**config.mk**
```make
export PLATFORM = sky130hd
export DESIGN_NAME = multicycle_control_unit
export DESIGN_NICKNAME = d
export VERILOG_FILES = /design/src/rtl/multicycle_control_unit.sv
export SDC_FILE = /design/constraint.sdc
export NUM_CORES = 1
export LEC_CHECK = 0
export ABC_AREA = 1
export CAP_MARGIN = 20
export CORE_UTILIZATION = 40
export CTS_BUF_LIST = sky130_fd_sc_hd__clkbuf_8
export DETAILED_ROUTE_END_ITERATION = 10
export DONT_BUFFER_PORTS = 1
export PLACE_DENSITY = 0.6
export SLEW_MARGIN = 20
export SYNTH_ARGS = -nofsm -noshare
export SYNTH_HDL_FRONTEND = slang
export SYNTH_SLANG_ARGS = --single-unit
export TNS_END_PERCENT = 1
```
**constraint.sdc**
```tcl
create_clock -name clk -period 2 [get_ports clk]
set_input_delay 0.2 -clock clk [delete_from_list [all_inputs] [get_ports clk]]
set_output_delay 0.2 -clock clk [all_outputs]
set_load 0.02 [all_outputs]
```
**src/rtl/multicycle_control_unit.sv**
```systemverilog
// Multicycle datapath controller: Moore FSM that drives every datapath enable/select; MCU_MUL_EN enables mul.
// Latency: 3..5 cycles per instruction, mul 3+MUL_LATENCY; each mem_ready=0 cycle in FETCH/MEMREAD/MEMWRITE adds one.
// Backpressure: FETCH, MEMREAD and MEMWRITE hold with stable outputs until mem_ready.
module multicycle_control_unit #(
    parameter int INST_WIDTH  = 32,
    parameter int MUL_LATENCY = 3
) (
    input  logic                  clk,
    input  logic                  rst_n,
    input  logic [INST_WIDTH-1:0] Instruction,
    input  logic                  Zero,
    input  logic                  mem_ready,
    output logic                  mem_req,
    output logic                  IorD,
    output logic                  MemWrite,
    output logic                  IRWrite,
    output logic                  PCWrite,
    output logic                  Branch,
    output logic                  PCEn,
    output logic [1:0]            PCSrc,
    output logic                  RegDst,
    output logic                  MemtoReg,
    output logic                  RegWrite,
    output logic                  ALUSrcA,
    output logic [1:0]            ALUSrcB,
    output logic [2:0]            ALUControl,
    output logic                  mul_busy,
    output logic                  instr_done,
    output logic                  illegal_op,
    output logic [3:0]            state
);
    typedef enum logic [3:0] {
        S_IDLE = 4'd0, S_FETCH = 4'd1, S_DECODE = 4'd2, S_MEMADR = 4'd3,
        S_MEMREAD = 4'd4, S_MEMWB = 4'd5, S_MEMWRITE = 4'd6, S_EXECUTE = 4'd7,
        S_ALUWB = 4'd8, S_BRANCH = 4'd9, S_ADDIEXEC = 4'd10, S_ADDIWB = 4'd11,
        S_JUMP = 4'd12, S_MULWAIT = 4'd13
    } state_t;

    localparam logic [5:0] OP_RTYPE = 6'b000000, OP_LW = 6'b100011, OP_SW = 6'b101011;
    localparam logic [5:0] OP_ADDI = 6'b001000, OP_BEQ = 6'b000100, OP_J = 6'b000010;
    localparam logic [5:0] FN_ADD = 6'b100000, FN_SUB = 6'b100010, FN_AND = 6'b100100;
    localparam logic [5:0] FN_OR = 6'b100101, FN_SLT = 6'b101010, FN_MUL = 6'b011100;
`ifdef MCU_MUL_EN
    localparam bit MUL_EN = 1'b1;
`else
    localparam bit MUL_EN = 1'b0;
`endif

    state_t     st;
    logic [5:0] op_q, fn_q, op_in, fn_in;
    logic [3:0] cnt;
    logic       is_mul_q;
    logic       unused_inst_bits;

    assign op_in            = Instruction[INST_WIDTH-1 -: 6];
    assign fn_in            = Instruction[5:0];
    assign unused_inst_bits = ^Instruction[INST_WIDTH-7:6];
    assign is_mul_q         = MUL_EN && (fn_q == FN_MUL);
    assign state            = st;

    function automatic logic funct_legal(input logic [5:0] fn);
        case (fn)
            FN_ADD, FN_SUB, FN_AND, FN_OR, FN_SLT: return 1'b1;
            FN_MUL:                                return MUL_EN;
            default:                               return 1'b0;
        endcase
    endfunction

    function automatic logic instr_legal(input logic [5:0] op, input logic [5:0] fn);
        case (op)
            OP_LW, OP_SW, OP_ADDI, OP_BEQ, OP_J: return 1'b1;
            OP_RTYPE:                            return funct_legal(fn);
            default:                             return 1'b0;
        endcase
    endfunction

    function automatic logic [2:0] alu_for_funct(input logic [5:0] fn);
        case (fn)
            FN_AND:  return 3'b000;
            FN_OR:   return 3'b001;
            FN_SUB:  return 3'b100;
            FN_SLT:  return 3'b110;
            FN_MUL:  return 3'b101;
            default: return 3'b010;
        endcase
    endfunction

    always_ff @(posedge clk) begin
        if (!rst_n) begin
            st   <= S_IDLE;
            cnt  <= '0;
            op_q <= '0;
            fn_q <= '0;
        end else begin
            case (st)
                S_IDLE:     st <= S_FETCH;
                S_FETCH:    if (mem_ready) st <= S_DECODE;
                S_DECODE: begin
                    op_q <= op_in;
                    fn_q <= fn_in;
                    if (!instr_legal(op_in, fn_in)) st <= S_FETCH;
                    else begin
                        case (op_in)
                            OP_LW, OP_SW: st <= S_MEMADR;
                            OP_ADDI:      st <= S_ADDIEXEC;
                            OP_BEQ:       st <= S_BRANCH;
                            OP_J:         st <= S_JUMP;
                            default:      st <= S_EXECUTE;
                        endcase
                    end
                end
                S_MEMADR:   st <= (op_q == OP_SW) ? S_MEMWRITE : S_MEMREAD;
                S_MEMREAD:  if (mem_ready) st <= S_MEMWB;
                S_MEMWRITE: if (mem_ready) st <= S_FETCH;
                // Counter starts at LAT-2 so EXECUTE plus the MULWAIT cycles total LAT.
                S_EXECUTE: begin
                    if (is_mul_q && MUL_LATENCY > 1) begin
                        cnt <= 4'(MUL_LATENCY - 2);
                        st  <= S_MULWAIT;
                    end else begin
                        st <= S_ALUWB;
                    end
                end
                S_MULWAIT: begin
                    if (cnt == 4'd0) st <= S_ALUWB;
                    else             cnt <= cnt - 4'd1;
                end
                S_ADDIEXEC: st <= S_ADDIWB;
                S_MEMWB, S_ALUWB, S_ADDIWB, S_BRANCH, S_JUMP: st <= S_FETCH;
                default:    st <= S_IDLE;
            endcase
        end
    end

    always_comb begin
        mem_req    = 1'b0;
        IorD       = 1'b0;
        MemWrite   = 1'b0;
        IRWrite    = 1'b0;
        PCWrite    = 1'b0;
        Branch     = 1'b0;
        PCSrc      = 2'b00;
        RegDst     = 1'b0;
        MemtoReg   = 1'b0;
        RegWrite   = 1'b0;
        ALUSrcA    = 1'b0;
        ALUSrcB    = 2'b00;
        ALUControl = 3'b000;
        mul_busy   = 1'b0;
        instr_done = 1'b0;
        illegal_op = 1'b0;
        case (st)
            S_FETCH: begin
                mem_req    = 1'b1;
                ALUSrcB    = 2'b01;
                ALUControl = 3'b010;
                IRWrite    = mem_ready;
                PCWrite    = mem_ready;
            end
            S_DECODE: begin
                ALUSrcB    = 2'b10;
                ALUControl = 3'b010;
                illegal_op = !instr_legal(op_in, fn_in);
                instr_done = !instr_legal(op_in, fn_in);
            end
            S_MEMADR, S_ADDIEXEC: begin
                ALUSrcA    = 1'b1;
                ALUSrcB    = 2'b10;
                ALUControl = 3'b010;
            end
            S_MEMREAD: begin
                mem_req = 1'b1;
                IorD    = 1'b1;
            end
            S_MEMWB: begin
                RegWrite   = 1'b1;
                MemtoReg   = 1'b1;
                instr_done = 1'b1;
            end
            S_MEMWRITE: begin
                mem_req    = 1'b1;
                IorD       = 1'b1;
                MemWrite   = 1'b1;
                instr_done = mem_ready;
            end
            S_EXECUTE, S_MULWAIT: begin
                ALUSrcA    = 1'b1;
                ALUControl = alu_for_funct(fn_q);
                mul_busy   = is_mul_q;
            end
            S_ALUWB: begin
                RegWrite   = 1'b1;
                RegDst     = 1'b1;
                instr_done = 1'b1;
            end
            S_ADDIWB: begin
                RegWrite   = 1'b1;
                instr_done = 1'b1;
            end
            S_BRANCH: begin
                ALUSrcA    = 1'b1;
                ALUControl = 3'b100;
                Branch     = 1'b1;
                PCSrc      = 2'b01;
                instr_done = 1'b1;
            end
            S_JUMP: begin
                PCWrite    = 1'b1;
                PCSrc      = 2'b10;
                instr_done = 1'b1;
            end
            default: ;
        endcase
        PCEn = PCWrite | (Branch & Zero);
    end
endmodule

```
# [Word-level counts from Yosys, hierarchy flattened]
# Cells that the tools add are included.
[classes] add_sub_neg=1 eq_ne=33 n_mux=28 bitwise=3 reduce_logical=18
[op_table] op="$eq 6x6->1 const B" n=12
[op_table] op="$pmux 4 s9" n=1
[op_table] op="$eq 4x4->1 const B" n=6
[op_table] op="$mux 4" n=5
[op_table] op="$reduce_or 5->1" n=4
[op_table] op="$eq 4x3->1 const B" n=4
[op_table] op="$pmux 4 s4" n=1
[op_table] op="$pmux 3 s5" n=1
[op_table] op="$mux 1" n=13
[op_table] op="$pmux 3 s3" n=1
[op_table] op="$reduce_or 3->1" n=3
[op_table] op="$eq 4x2->1 const B" n=2
[op_table] op="$logic_not 4->1" n=2
[op_table] op="$ne 2x2->1 const B" n=4
[op_table] op="$pmux 2 s2" n=2
[op_table] op="$eq 6x2->1 const B" n=1
[op_table] op="$eq 6x3->1 const B" n=1
[op_table] op="$eq 6x4->1 const B" n=1
[op_table] op="$eq 6x5->1 const B" n=1
[op_table] op="$logic_not 6->1" n=1
[op_table] op="$reduce_or 2->1" n=3
[op_table] op="$reduce_or 6->1" n=1
[op_table] op="$eq 4x1->1 const B" n=1
[op_table] op="$pmux 1 s2" n=2
[op_table] op="other kinds (10)" n=10
[totals] ff_bits=20 input_bits=36 out_inout_bits=25 elab_cells=87

# [Depth between registers and ports, before layout]
# Gate-level depths: netlist of the first run.
[logic_depth] word_depth=8 mapped_depth=10 depth_no_buf=10

# [Worst setup path after synthesis of the first run]
# Ideal clock, no wire load.
[synth_path] kind="register -> output" startpoint="register st[0], in the netlist state[0]" endpoint="output instr_done" arrival_ns=1.718 required_time_ns=1.800 setup_slack_ns=0.082 stages_incl_launch_ff=7 n_path_buf=0 cell_sequence="dfxtp_1 -> or2_2 -> nor2_1 -> nor2_1 -> o21ai_0 -> nor3_1 -> o221ai_1"
[synth_between] elab_chain_cells=3 elab_cells_between_ends=9 cone_classes="eq/ne (7); mux (1); reduce/logical (1)"
[synth_rtl] element="start: declaration" line="49" text="state_t st;"
[synth_rtl] element="start signal: assignment" line="112" text="S_MEMADR: st <= (op_q == OP_SW) ? S_MEMWRITE : S_MEMREAD;"
[synth_rtl] element="$eq 4x4->1 / $eq 4x3->1 (equally long branches)" line="152" text="case (st)"
[synth_rtl] element="$reduce_or 5->1 (no source line)"
[synth_rtl] element="$pmux 1 s3 (*)" line="152"
[synth_rtl] element="end: declaration" line="28" text="output logic instr_done,"
# Mark *: on every way between the ends. The rest lies on a longest branch, timed or not.

# [Final worst setup path of the first run]
[layout_path] startpoint="register st[2], in the netlist state[2]" endpoint="output PCEn"
[layout_between] elab_chain_cells=4 elab_cells_between_ends=7 cone_classes="eq/ne (3); mux (2); bitwise (2)"
[layout_rtl] element="$eq 4x4->1" line="152"
[layout_rtl] element="$mux 1" line="152"
[layout_rtl] element="$and 1x1->1" line="214" text="PCEn = PCWrite | (Branch & Zero);"
[layout_rtl] element="$or 1x1->1 (*)" line="214"
[layout_rtl] element="end: declaration" line="19" text="output logic PCEn,"
# Marks and branches as above.

==> results of run 1 <==
==> state kept, by name, indices dropped and copies added, names as in the netlist <==
| name | flops |
|---|---|
| cnt | 4 |
| state | 4 |
| fn_q | 6 |
| op_q | 6 |
==> cell families after synthesis <==
family,Yosys count,share of synthesized area [%]
AO/OA/AOI/OAI,47,20.76
XOR/XNOR,1,0.6857
adder cells (fa/ha/maj),1,0.9793
buffers and inverters,38,12.63
flip-flops,20,31.34
other,1,0.2935
AND/OR/NAND/NOR,98,33.30
==> report_power, final <==
| part | leakage [nW] | total [mW] | switching (mW) | internal [mW] |
|---|---|---|---|---|
| sequential | 0.164 | 0.521 | 0.0534 | 0.467 |
| clock | 0.0288 | 0.304 | 0.129 | 0.175 |
| combinational | 0.529 | 0.552 | 0.382 | 0.170 |
==> area by class of cell <==
class / count / area, µm² / share of cell area [%]
clock buffers: 4 / 55.05 / 3.806
inverters: 33 / 126.4 / 8.737
multi-input cells: 148 / 724.4 / 50.09
flip-flops and latches: 20 / 402.9 / 27.85
well taps: 44 / 55.05 / 3.806
repair buffers: 11 / 82.58 / 5.709
==> synthesized netlist by cell type, types with 2 or more instances <==
master    n
nor2_1   36
nand3_1   9
nand2_2   2
inv_2     2
nor3_1    2
nand2_1  39
a21oi_1  19
o21a_1    2
nor2_2    2
buf_4     2
dfxtp_1  20
o21ai_0  17
o22ai_1   2
nor2_4    2
inv_1    30
==> stage by stage <==
step                worst slack [ns]  util (%)
floorplan                    0.08165         -
global placement              0.2798     45.20
detailed placement            0.2687     45.20
CTS                          0.08555     47.05
global route              0.00008793     47.38
finish                        0.1532     47.38
==> what timing repair did <==
action	CTS	global route
setup endpoints to repair	1	3
resized for setup	1	3
gates cloned	0	0
==> how the worst max path moves through the flow <==
stage,endpoint,slack (ns),cells past startpoint
final,PCEn,0.15,6
after global routing,instr_done,0.00009,7
after CTS,ALUSrcA,0.09,6
after detailed placement,ALUSrcA,0.27,7
after global placement,ALUSrcA,0.28,7
after floorplan,instr_done,0.08,6
==> worst max-delay path, delay by kind of cell, from the launching register on <==
| kind | cells | cell delay, ns |
|---|---|---|
| AO/OA/AOI/OAI | 2 | 0.37 |
| flip-flops | 1 | 0.38 |
| buffers and inverters | 2 | 0.17 |
| AND/OR/NAND/NOR | 2 | 0.47 |
==> routing by layer <==
layer | up-vias | track usage [%] | share of wire [%]
li1 | 677 | - | -
met1 | 550 | 24.08 | 44
met2 | 53 | 32.18 | 47
met3 | 6 | 3.297 | 7.8
met4 | 0 | 6.463 | 1.5
met5 | - | 0 | 0
==> key figures, run 1 <==
Outcome
  – Outcome: finished, final reports clean

Floorplan
  – Site Rows: 20
  – Die area: 3423 µm²
  – Core box area: 3053 µm²
  – Die Y: 58.51 µm
  – Die Width: 58.51 µm
  – Ports: 61
  – Initial Util: 41.84%

Clock tree
  – CTS buffer count: 3
  – Clock Path Buffers: 2
  – Skew-Pair Late Insertion Delay: 0.26 ns
  – Clk sink count: 20
  – CTS Hold Buffers Added: 0
  – H-tree levels: 1
  – CTS tree: yes
  – Post-CTS Setup Repair Bufs: 0
  – CTS Root Cell: clkbuf_8
  – Clk slew on worst S/H paths: 0.07 ns

Job
  – MaxCap Viol Count: 0

Critical path
  – FF-to-FF setup slack: 0.36 ns
  – Critical Path AT: 1.65 ns
  – Nature of the critical path endpoint: output pin
  – Worst EP required: 1.80 ns
  – CP startpoint: state[2]
  – Startpoint Class: flip-flop
  – Worst Reg-to-Reg Cells: 10
  – Slowest cell on the critical path: dfxtp_2
  – Crit Path Max Fanout: 6
  – R2r endpoint: state[2]
  – CP max stage delay: 0.38 ns
  – CP cell instances: nor2_1, inv_2, nor2_4, inv_4, o22ai_1, a21o_1
  – CP Class: reg -> out
  – FF-to-FF Start: state[2]

Cells and area
  – Fillcell total: 340
  – Share of cells above drive strength 1: 15.28%
  – Final Instance Area: 1446 µm²
  – Layout area overhead: 13.22%
  – Fin nets: 254
  – # diodes: 0
  – Post-Layout Cell Count: 260
  – Most frequent cells in the layout: nand2_1 (39), nor2_1 (36), inv_1 (30)
  – Most common cell after layout, fill and taps aside: nand2_1

Min path
  – Worst Hold Class: in -> reg
  – Endpoint, Worst Hold: cnt[2]
  – HP Start: rst_n
  – WHS Path Cells: 2

Logic synthesis
  – Synth async-reset ratio: 0%
  – Synth Net Count: 243
  – Synth warn: 0
  – Sequential area share after synthesis: 31.34%
  – Area leader, netlist: dfxtp_1
  – Main synth FF type: dfxtp_1
  – Yosys cell types: 35
  – FF+latch count, synth: 20
  – Top-area cell type share of the netlist area: 31.34%
  – Post-synth EDFFs: 0
  – Avg Synthesized Cell Area: 6.201 µm²
  – Mapped Cells: 206
  – Post-Syn Area: 1277 µm²
  – Area contributors post-synth: dfxtp_1 (31%), nand2_1 (11%), nor2_1 (11%), inv_1 (8.8%), a21oi_1 (7.4%)

Place
  – DP Cell Count: 256
  – Final HPWL DP: 2371 µm
  – Input/output buffers: 0
  – Gpl congestion: 0.8836
  – Area of placed instances: 1380 µm²

Timing
  – F_max: 541.5 MHz
  – # setup viols final: 0
  – RSZ-0062 raised after global routing: false
  – Slew Viols, Final: 0
  – Final hold vios: 0
  – Tcrit/Tclk final: 92.34%
  – Minimum clock period after layout: 1.847 ns
  – Final hold slack: 0.06473 ns
  – Clk_skew: 0.008827 ns
  – Sum Neg Setup Slack: 0 ns

Routing
  – Via count: 1,286
  – Final antenna-violating net count: 0
  – Via density: 4.946
  – DRT Pass-1 Iters: 4
  – DR WL/cell: 11.33 µm
  – # DRC: 0
  – Total wire length: 2945 µm
  – Initial DRC Count: 85

GRT
  – Pin count of the biggest net entering global routing: 18
  – Global route overflow: 0
  – Vias in the first global route: 1,209
  – Initial antenna violation count: 0
  – Tot GR Track Use: 18.88%
  – First-pass GRT wire length: 5016 µm

Power and ir drop
  – P per Cell Area: 952.4 nW/µm²
  – Worst VDD drop: 0.4513 mV
  – Leakage: 0.7217 nW
  – Design Power: 1.378 mW
Note: power is estimated with default switching activity, not from simulation.
==> run 2, diff against run 1 <==
Settings changed: GPL_ROUTABILITY_DRIVEN set to 0.
==> results of run 2 <==
Final layout, timing and power as in run 1 (identical DEF).
